**src/rtl/mem_ctrl_pkg.sv**
```systemverilog
// mem_ctrl_pkg: shared types and sizes for the mem_ctrl front end.
//   state_t    - controller FSM states (request path + power-up INIT path)
//   MEM_ADR_W  - word address width of the mem array
//   MEM_DATA_W - word width of the mem array
//   MEM_DEPTH  - number of words in the mem array
package mem_ctrl_pkg;

    localparam int MEM_ADR_W  = 3;
    localparam int MEM_DATA_W = 8;
    localparam int MEM_DEPTH  = 8;

    typedef enum logic [2:0] {
        IDLE,
        SETUP,
        STROBE,
        SETTLE,
        HOLD,
        INIT_SETUP,
        INIT_STROBE,
        INIT_HOLD
    } state_t;

endpackage

```
**src/rtl/mem_rd_sel.sv**
```systemverilog
// mem_rd_sel: combinational 8:1 word selector over the mem array outputs.
//   o0..o7 : word outputs of mem (word K on oK)
//   adr    : word address
//   word   : selected word
module mem_rd_sel
    import mem_ctrl_pkg::*;
(
    input  logic [MEM_DATA_W-1:0] o0,
    input  logic [MEM_DATA_W-1:0] o1,
    input  logic [MEM_DATA_W-1:0] o2,
    input  logic [MEM_DATA_W-1:0] o3,
    input  logic [MEM_DATA_W-1:0] o4,
    input  logic [MEM_DATA_W-1:0] o5,
    input  logic [MEM_DATA_W-1:0] o6,
    input  logic [MEM_DATA_W-1:0] o7,
    input  logic [MEM_ADR_W-1:0]  adr,
    output logic [MEM_DATA_W-1:0] word
);

    always_comb begin
        word = '0;
        case (adr)
            3'd0: word = o0;
            3'd1: word = o1;
            3'd2: word = o2;
            3'd3: word = o3;
            3'd4: word = o4;
            3'd5: word = o5;
            3'd6: word = o6;
            3'd7: word = o7;
            default: word = '0;
        endcase
    end

endmodule

```
**src/rtl/mem_ctrl.sv**
```systemverilog
// mem_ctrl: sequencing front end for the 8x8 mem array.
// Accepts single-word read/write requests (valid/ready), drives mem's RW,
// address and data pins with setup/strobe/hold phasing, and returns a
// one-cycle response pulse carrying read data (or the written data).
//
// Ports:
//   clk, rst                 - clock, synchronous active-high reset
//   req_valid/req_ready      - request handshake
//   req_we/req_adr/req_wdata - request: 1=write, word address, write data
//   rsp_valid/rsp_we/rsp_data- one-cycle completion pulse, echo of we, data
//   mem_rw                   - mem RW (1 = write)
//   mem_adr0..2              - mem address pins, mem_adr0 is the MSB
//   mem_i0..7                - mem data inputs, mem_iK = data bit K
//   mem_o0..7                - mem word outputs, word K on mem_oK
//
// Build option: define MEM_CTRL_INIT_EN to zero all words after reset
// before the first request is accepted.
module mem_ctrl
    import mem_ctrl_pkg::*;
#(
    parameter int WAIT_CYC = 1
) (
    input  logic                  clk,
    input  logic                  rst,
    input  logic                  req_valid,
    output logic                  req_ready,
    input  logic                  req_we,
    input  logic [MEM_ADR_W-1:0]  req_adr,
    input  logic [MEM_DATA_W-1:0] req_wdata,
    output logic                  rsp_valid,
    output logic                  rsp_we,
    output logic [MEM_DATA_W-1:0] rsp_data,
    output logic                  mem_rw,
    output logic                  mem_adr0,
    output logic                  mem_adr1,
    output logic                  mem_adr2,
    output logic                  mem_i0,
    output logic                  mem_i1,
    output logic                  mem_i2,
    output logic                  mem_i3,
    output logic                  mem_i4,
    output logic                  mem_i5,
    output logic                  mem_i6,
    output logic                  mem_i7,
    input  logic [MEM_DATA_W-1:0] mem_o0,
    input  logic [MEM_DATA_W-1:0] mem_o1,
    input  logic [MEM_DATA_W-1:0] mem_o2,
    input  logic [MEM_DATA_W-1:0] mem_o3,
    input  logic [MEM_DATA_W-1:0] mem_o4,
    input  logic [MEM_DATA_W-1:0] mem_o5,
    input  logic [MEM_DATA_W-1:0] mem_o6,
    input  logic [MEM_DATA_W-1:0] mem_o7
);

`ifdef MEM_CTRL_INIT_EN
    localparam state_t RST_STATE = INIT_SETUP;
    localparam logic   RST_READY = 1'b0;
`else
    localparam state_t RST_STATE = IDLE;
    localparam logic   RST_READY = 1'b1;
`endif

    // Phase counter counts down to zero; loaded with WAIT_CYC-1 in SETUP.
    localparam logic [3:0] CNT_LOAD = 4'(WAIT_CYC - 1);
    localparam logic [MEM_ADR_W-1:0] LAST_ADR = MEM_ADR_W'(MEM_DEPTH - 1);

    state_t                state;
    logic [3:0]            cnt;
    logic                  ready_q;
    logic                  we_q;
    logic [MEM_ADR_W-1:0]  adr_q;
    logic [MEM_DATA_W-1:0] wdata_q;
    logic [MEM_DATA_W-1:0] rd_word;
    logic                  accept;

    // Ready is gated by rst so it drops in the reset cycle itself and rises
    // in the first cycle after release.
    assign req_ready = ready_q & ~rst;
    assign accept    = req_valid & req_ready;

    // Pins come only from latched registers, which change only in IDLE /
    // INIT_HOLD while mem_rw is low.
    assign mem_adr0 = adr_q[2];
    assign mem_adr1 = adr_q[1];
    assign mem_adr2 = adr_q[0];
    assign mem_i0   = wdata_q[0];
    assign mem_i1   = wdata_q[1];
    assign mem_i2   = wdata_q[2];
    assign mem_i3   = wdata_q[3];
    assign mem_i4   = wdata_q[4];
    assign mem_i5   = wdata_q[5];
    assign mem_i6   = wdata_q[6];
    assign mem_i7   = wdata_q[7];

    mem_rd_sel u_rd_sel (
        .o0   (mem_o0),
        .o1   (mem_o1),
        .o2   (mem_o2),
        .o3   (mem_o3),
        .o4   (mem_o4),
        .o5   (mem_o5),
        .o6   (mem_o6),
        .o7   (mem_o7),
        .adr  (adr_q),
        .word (rd_word)
    );

    always_ff @(posedge clk) begin
        if (rst) begin
            state     <= RST_STATE;
            ready_q   <= RST_READY;
            cnt       <= '0;
            we_q      <= 1'b0;
            adr_q     <= '0;
            wdata_q   <= '0;
            rsp_valid <= 1'b0;
            rsp_we    <= 1'b0;
            rsp_data  <= '0;
            mem_rw    <= 1'b0;
        end else begin
            rsp_valid <= 1'b0;
            case (state)
                IDLE: begin
                    if (accept) begin
                        we_q    <= req_we;
                        adr_q   <= req_adr;
                        wdata_q <= req_wdata;
                        ready_q <= 1'b0;
                        state   <= SETUP;
                    end
                end
                SETUP: begin
                    cnt <= CNT_LOAD;
                    if (we_q) begin
                        mem_rw <= 1'b1;
                        state  <= STROBE;
                    end else begin
                        state  <= SETTLE;
                    end
                end
                STROBE: begin
                    if (cnt == 4'd0) begin
                        mem_rw    <= 1'b0;
                        rsp_valid <= 1'b1;
                        rsp_we    <= 1'b1;
                        rsp_data  <= wdata_q;
                        state     <= HOLD;
                    end else begin
                        cnt <= cnt - 4'd1;
                    end
                end
                SETTLE: begin
                    // Capture the selected word on the last settle cycle.
                    if (cnt == 4'd0) begin
                        rsp_valid <= 1'b1;
                        rsp_we    <= 1'b0;
                        rsp_data  <= rd_word;
                        state     <= HOLD;
                    end else begin
                        cnt <= cnt - 4'd1;
                    end
                end
                HOLD: begin
                    ready_q <= 1'b1;
                    state   <= IDLE;
                end
                INIT_SETUP: begin
                    cnt    <= CNT_LOAD;
                    mem_rw <= 1'b1;
                    state  <= INIT_STROBE;
                end
                INIT_STROBE: begin
                    if (cnt == 4'd0) begin
                        mem_rw <= 1'b0;
                        state  <= INIT_HOLD;
                    end else begin
                        cnt <= cnt - 4'd1;
                    end
                end
                INIT_HOLD: begin
                    // wdata_q stays at its reset value of zero throughout INIT.
                    if (adr_q == LAST_ADR) begin
                        ready_q <= 1'b1;
                        state   <= IDLE;
                    end else begin
                        adr_q <= adr_q + 1'b1;
                        state <= INIT_SETUP;
                    end
                end
                default: state <= IDLE;
            endcase
        end
    end

endmodule

```
**config.mk**
```make
export PLATFORM = sky130hd
export DESIGN_NAME = mem_ctrl
export DESIGN_NICKNAME = d
export VERILOG_FILES = /design/src/rtl/mem_ctrl_pkg.sv /design/src/rtl/mem_rd_sel.sv /design/src/rtl/mem_ctrl.sv
export SDC_FILE = /design/constraint.sdc
export NUM_CORES = 1
export LEC_CHECK = 0
export ABC_AREA = 1
export BUFFER_PORTS_ARGS = -buffer_cell sky130_fd_sc_hd__buf_2
export CAP_MARGIN = 5
export CORE_ASPECT_RATIO = 0.5
export CORE_MARGIN = 5
export CORE_UTILIZATION = 38
export DETAILED_ROUTE_END_ITERATION = 7
export PLACE_DENSITY = 0.78
export SYNTH_ARGS = -nofsm -noshare
export SYNTH_HDL_FRONTEND = slang
export SYNTH_SLANG_ARGS = --single-unit
export TNS_END_PERCENT = 30
```
**constraint.sdc**
```tcl
create_clock -name clk -period 3.4 [get_ports clk]
set_input_delay 0.17 -clock clk [delete_from_list [all_inputs] [get_ports clk]]
set_output_delay 0.17 -clock clk [all_outputs]
set_load 0.01 [all_outputs]
```
==> results of run 1 <==
-- stage by stage --
step | std cells | hold slack (ns) | utilization [%] | power [mW] | worst slack, ns
global placement | 535 | 0.413 | 49.0 | 1.37 | 1.69
floorplan | 371 | 0.316 | - | 1.15 | 1.67
finish | 543 | 0.139 | 52.2 | 1.89 | 1.63
global route | 543 | 0.153 | 52.2 | 2.07 | 1.43
CTS | 543 | 0.139 | 52.2 | 1.91 | 1.61
detailed placement | 535 | 0.425 | 49.0 | 1.38 | 1.63
-- worst max-delay path, cell delays in order, from the launching register on --
cell	delay [ns]
dfxtp_1	0.39
inv_1	0.11
ha_1	0.32
inv_1	0.12
nand3_2	0.24
or2_2	0.36
nand3_1	0.08
nand2_1	0.05
-- sequential cells by signal (all words and copies together), names as in the netlist --
name,count
rsp_data,8
state,3
ready_q,1
wdata_q,8
adr_q,3
cnt,4
rsp_we,1
rsp_valid,1
we_q,1
mem_rw,1
-- synth_stat cells, drive strengths merged --
cell type	instances	share of area, %
nand2	126	22
nor2	57	10
inv	54	9.5
nand3	36	9.1
dfxtp	31	29
o21ai	22	5.1
a21oi	17	4.7
ha	7	4.1
buf	6	1.8
clkbuf	4	0.70
or2	4	1.2
nor3	2	0.47
a211oi	1	0.35
clkinv	1	0.18
nand4	1	0.29
o211ai	1	0.35
o22ai	1	0.29
-- area by class of cell --
| class | count | area (um2) |
|---|---|---|
| Sequential cell | 31 | 621 |
| Fill cell | 571 | 2610 |
| Inverter | 55 | 206 |
| Multi-Input combinational cell | 275 | 1260 |
| Tap cell | 73 | 91.3 |
| Timing Repair Buffer | 101 | 505 |
| Clock inverter | 2 | 35.0 |
| Clock buffer | 6 | 139 |
-- cells by family (layout without fill, tap and decap cells) --
group | after synthesis | in the layout | share of synthesized area, %
fa+ha+maj | 7 | 7 | 4.10
buf+inv | 65 | 164 | 12.2
flops | 31 | 31 | 29.0
compound gates | 42 | 42 | 10.8
simple gates | 226 | 226 | 43.9
-- final timing paths --
path                               from  slack, ns                  endpoint  cells past startpoint
setup / recovery  adr_q[1]$_SDFFE_PP0P_       1.63  rsp_data[3]$_SDFFE_PP0P_                      7
hold / removal             req_wdata[0]       0.14   wdata_q[0]$_SDFFE_PP0P_                      3
setup reg to reg  adr_q[1]$_SDFFE_PP0P_       1.63  rsp_data[3]$_SDFFE_PP0P_                      7
hold reg to reg     rsp_we$_SDFFE_PP0P_       0.47       rsp_we$_SDFFE_PP0P_                      2
-- layer usage --
layer  GRT usage (%)  vias up  wire length, um
met5               0        -                0
met4            4.78        0               64
met3            3.19        7              413
met2            29.5       58             2980
met1            20.7     1086             2810
li1                -     1347                -
-- power breakdown --
group | switching, mW | total (mW) | internal, mW | leakage, nW
clock network | 0.158 | 0.522 | 0.364 | 0.0868
registers | 0.0811 | 0.530 | 0.449 | 0.253
logic | 0.542 | 0.842 | 0.300 | 1.31
==> impl_metrics.yaml, run 1 <==
status:
  outcome: "completed"
die:
  die_h_um: 63.0
  die_x_um: 116
  die-area_um2: 7320
  io_pins: 102
  start_util_pct: 39.1
  num_rows: 19
  core_um2: 5470
synthesis:
  syn_avg_cell_area_um2: 5.76
  syn_area_um2: 2140
  syn-num-nets: 457
  seq_area_frac_synth_pct: 29.0
  yosysWarnings: 0
  synth_cell_type_count: 25
  syn_inst: 371
  ys_ff_latch: 31
layout:
  diodes: 0
  fin_nets: 555
  final_cell_mix: "123 x nand2_1, 101 x buf_2, 54 x nor2_1, 49 x inv_1, 33 x nand3_1"
  area_growth_pct: 33.5
  layout-drive-gt1-share_pct: 27.9
  final_area_um2: 2860
  final_common_cell: "nand2_1"
route:
  drt_iter0_drc: 116
  postRouteAntennaNets: 0
  wire_per_inst_um: 11.5
  vias: 2498
  drc_errors: 0
  drt_wl_total_mm: 6.27
  via_per_inst: 4.60
  drt-pass1-iter-count: 4
sta:
  max_slew_margin_pct: 56.6
  rsz0062_at_grt: "false"
  finalCriticalPeriod_ns: 1.77
  finalHoldViolCount: 0
  fin_crit_sh_pct: 52.0
  fin_tns_setup_ns: 0
  max_freq_mhz: 565
  timing.final.max_slew_violations: 0
  fin_skew_ns: 0.00144
  setup_violations: 0
  worst_pin_slew_ns: 0.650
clock_network:
  clock_latency_ns: 0.28
  postCtsSetupBuffers: 0
  numCtsBuffers: 5
  cts_resized: 0
  ctsHoldBuffers: 0
  clk_pin_slew_ns: 0.05
  tritoncts: "done"
  ctsHtreeMaxLevel: 2
  cts.sinks: 31
  cts-root-buf: "clkbuf_16"
  clockBufferDepth: 2
power:
  power_density_nw_per_um2: 664
  leakage_nw: 1.65
  vdd_drop_max_mv: 0.273
critical_path:
  crit_required_ns: 3.57
  crit_path_end_kind: "flip-flop"
  cp.arrival_ns: 1.94
  startpoint_type: "flip-flop"
  crit_type: "flip-flop to flip-flop"
  cp_max_fo: 16
place:
  postPlaceCellArea_um2: 2680
  gp_congestion: 0.870
  port_buffers: 101
  dp_hpwl_mm: 5.07
global_route:
  first_global_vias: 2223
  grt_pass1_wl_mm: 9.88
  grt_max_degree: 24
  antenna_found_initial: 0
  grt_usage_pct: 16.8
  grt_overflow_total: 0
job:
  max-cap-violations: 0
worst_hold_path:
  min_path_type: "input pin to flip-flop"
Power figures use the tool's default switching activity.
==> run 2: changes to the inputs <==
clock period = 1.8 ns   (was 3.4 ns; I/O delays follow)
==> run 2 against run 1 <==
  * Sequential share of layout area down 0.17 points
  * Utilization up 0.41 points
  * Cell count up 0.74%
  * Clock skew up 0.0014 ns
  * Wire length up 2.1%
  * Register-to-register slack worse by 1.4 ns
  * Worst setup slack worse by 1.4 ns
  * Design area up 0.79%
  * Power up 86%
  * Clock power up 65%
  * Critical path depth up 3
  * Clock-buffer cell count up 2
  * Critical path type unchanged
  * Largest power group unchanged
==> impl_metrics.yaml, run 2 (synthesis gave the netlist of run 1 again) <==
sta:
  rsz0062_at_grt: "false"
  setup_violations: 0
  max_slew_margin_pct: 75.2
  whs_ns: 0.0568
  worst_pin_slew_ns: 0.371
  finalHoldViolCount: 0
  worst_slack_ns: 0.190
  fin_skew_ns: 0.00280
  timing.final.max_slew_violations: 0
  finalCriticalPeriod_ns: 1.61
  fin_crit_sh_pct: 89.4
  max_freq_mhz: 621
  fin_tns_setup_ns: 0
layout:
  biggestRegsByFlops: "rsp_data (8), wdata_q (8), cnt (4)"
  fill_cells: 544
  final_cell_mix: "123 x nand2_1, 101 x buf_2, 54 x nor2_1, 49 x inv_1, 33 x nand3_1"
  fin_nets: 559
  final_core_util_pct: 52.6
  layout-drive-gt1-share_pct: 28.5
  area_growth_pct: 34.6
  final_common_cell: "nand2_1"
  diodes: 0
global_route:
  grt_overflow_total: 0
  grt_max_degree: 23
  grt_pass1_wl_mm: 10.6
  first_global_vias: 2372
  antenna_found_initial: 0
  grt_usage_pct: 17.9
worst_hold_path:
  hold_depth: 3
  min_path_type: "input pin to flip-flop"
  min_from: "req_wdata[3]"
  hold_end: "wdata_q[3]$_SDFFE_PP0P_"
route:
  via_per_inst: 4.57
  drt_iter0_drc: 142
  postRouteAntennaNets: 0
  wire_per_inst_um: 11.7
  vias: 2501
  drt-pass1-iter-count: 4
  drc_errors: 0
  drt_wl_total_mm: 6.40
power:
  p_total_mw: 3.53
  vdd_drop_max_mv: 0.521
  leakage_nw: 1.66
  power_density_nw_per_um2: 1230
clock_network:
  tritoncts: "done"
  cts_resized: 0
  numCtsBuffers: 5
  cts-root-buf: "clkbuf_16"
  clk_pin_slew_ns: 0.05
  ctsHoldBuffers: 0
  ctsHtreeMaxLevel: 2
  postCtsSetupBuffers: 0
  clock_latency_ns: 0.27
  cts.sinks: 31
  clockBufferDepth: 2
critical_path:
  r2r_cells: 10
  reg2reg_to: "rsp_data[1]$_SDFFE_PP0P_"
  crit_required_ns: 1.97
  crit_family: "simple AND/OR/NAND/NOR gates"
  crit_chain: "inv_1, ha_1, nand2_1, inv_1, nand2_1, nand2_1, nor2_1, nand2_1, nand3_1, nand2_1"
  cp_max_fo: 6
  cpMostUsedCell: "nand2_1"
  regToRegSetupSlack_ns: 0.19
  cp.arrival_ns: 1.78
  startpoint_type: "flip-flop"
  max_stage_delay_ns: 0.42
  worst-path-buf-inv: 2
  slowest_stage: "dfxtp_1"
  crit_path_end_kind: "flip-flop"
  crit_type: "flip-flop to flip-flop"
  r2r_start: "adr_q[0]$_SDFFE_PP0P_"
die:
  core_um2: 5470
  start_util_pct: 39.1
  num_rows: 19
  die-area_um2: 7320
  die_h_um: 63.0
  io_pins: 102
  die_x_um: 116
place:
  gp_congestion: 0.877
  dp_hpwl_mm: 5.17
  post-place-ws_ns: 0.146
  port_buffers: 101
status:
  outcome: "completed"
job:
  max-cap-violations: 0
run 2: worst max-delay path by stage:
stage                                     start  cells past startpoint                       end  slack, ns
final                     adr_q[0]$_SDFFE_PP0P_                     10  rsp_data[1]$_SDFFE_PP0P_       0.19
after global routing      adr_q[0]$_SDFFE_PP0P_                     10  rsp_data[1]$_SDFFE_PP0P_       0.03
after CTS                 adr_q[1]$_SDFFE_PP0P_                      7  rsp_data[1]$_SDFFE_PP0P_       0.14
after detailed placement  adr_q[1]$_SDFFE_PP0P_                      7  rsp_data[2]$_SDFFE_PP0P_       0.15
after global placement    adr_q[1]$_SDFFE_PP0P_                      7  rsp_data[1]$_SDFFE_PP0P_       0.21
after floorplan           adr_q[1]$_SDFFE_PP0P_                      9  rsp_data[2]$_SDFFE_PP0P_       0.07
run 2: layer usage:
layer / part of all wire [%] / track usage (%)
met3: 5.8 / 3.68
met4: 1.4 / 4.92
met2: 48 / 31.2
met1: 44 / 22.3
met5: 0 / 0
run 2: power breakdown:
part           leakage [nW]  internal [mW]  switching, mW
sequential            0.253          0.850          0.135
clock                0.0772          0.587          0.276
combinational          1.33          0.602           1.08
total                  1.66           2.04           1.49
run 2: tightest hold or removal path, cell delays in order:
cell and delay [ns]:
buf_2 0.08, o21ai_1 0.05, nor2_1 0.07
run 2: layout make-up:
type / instances / area, um2 / share of cell area, %
clock buffers: 8 / 156 / 5.43
inverters: 55 / 206 / 7.17
flip-flops and latches: 31 / 621 / 21.6
repair buffers: 105 / 536 / 18.6
well taps: 73 / 91.3 / 3.17
multi-input cells: 275 / 1270 / 44.0
run 2: through the flow:
stage | std cells | instance area, um2
6_report | 547 | 2880
4_1_cts | 547 | 2870
5_1_grt | 547 | 2880
3_3_place_gp | 539 | 2710
3_5_place_dp | 539 | 2710
2_1_floorplan | 371 | 2140
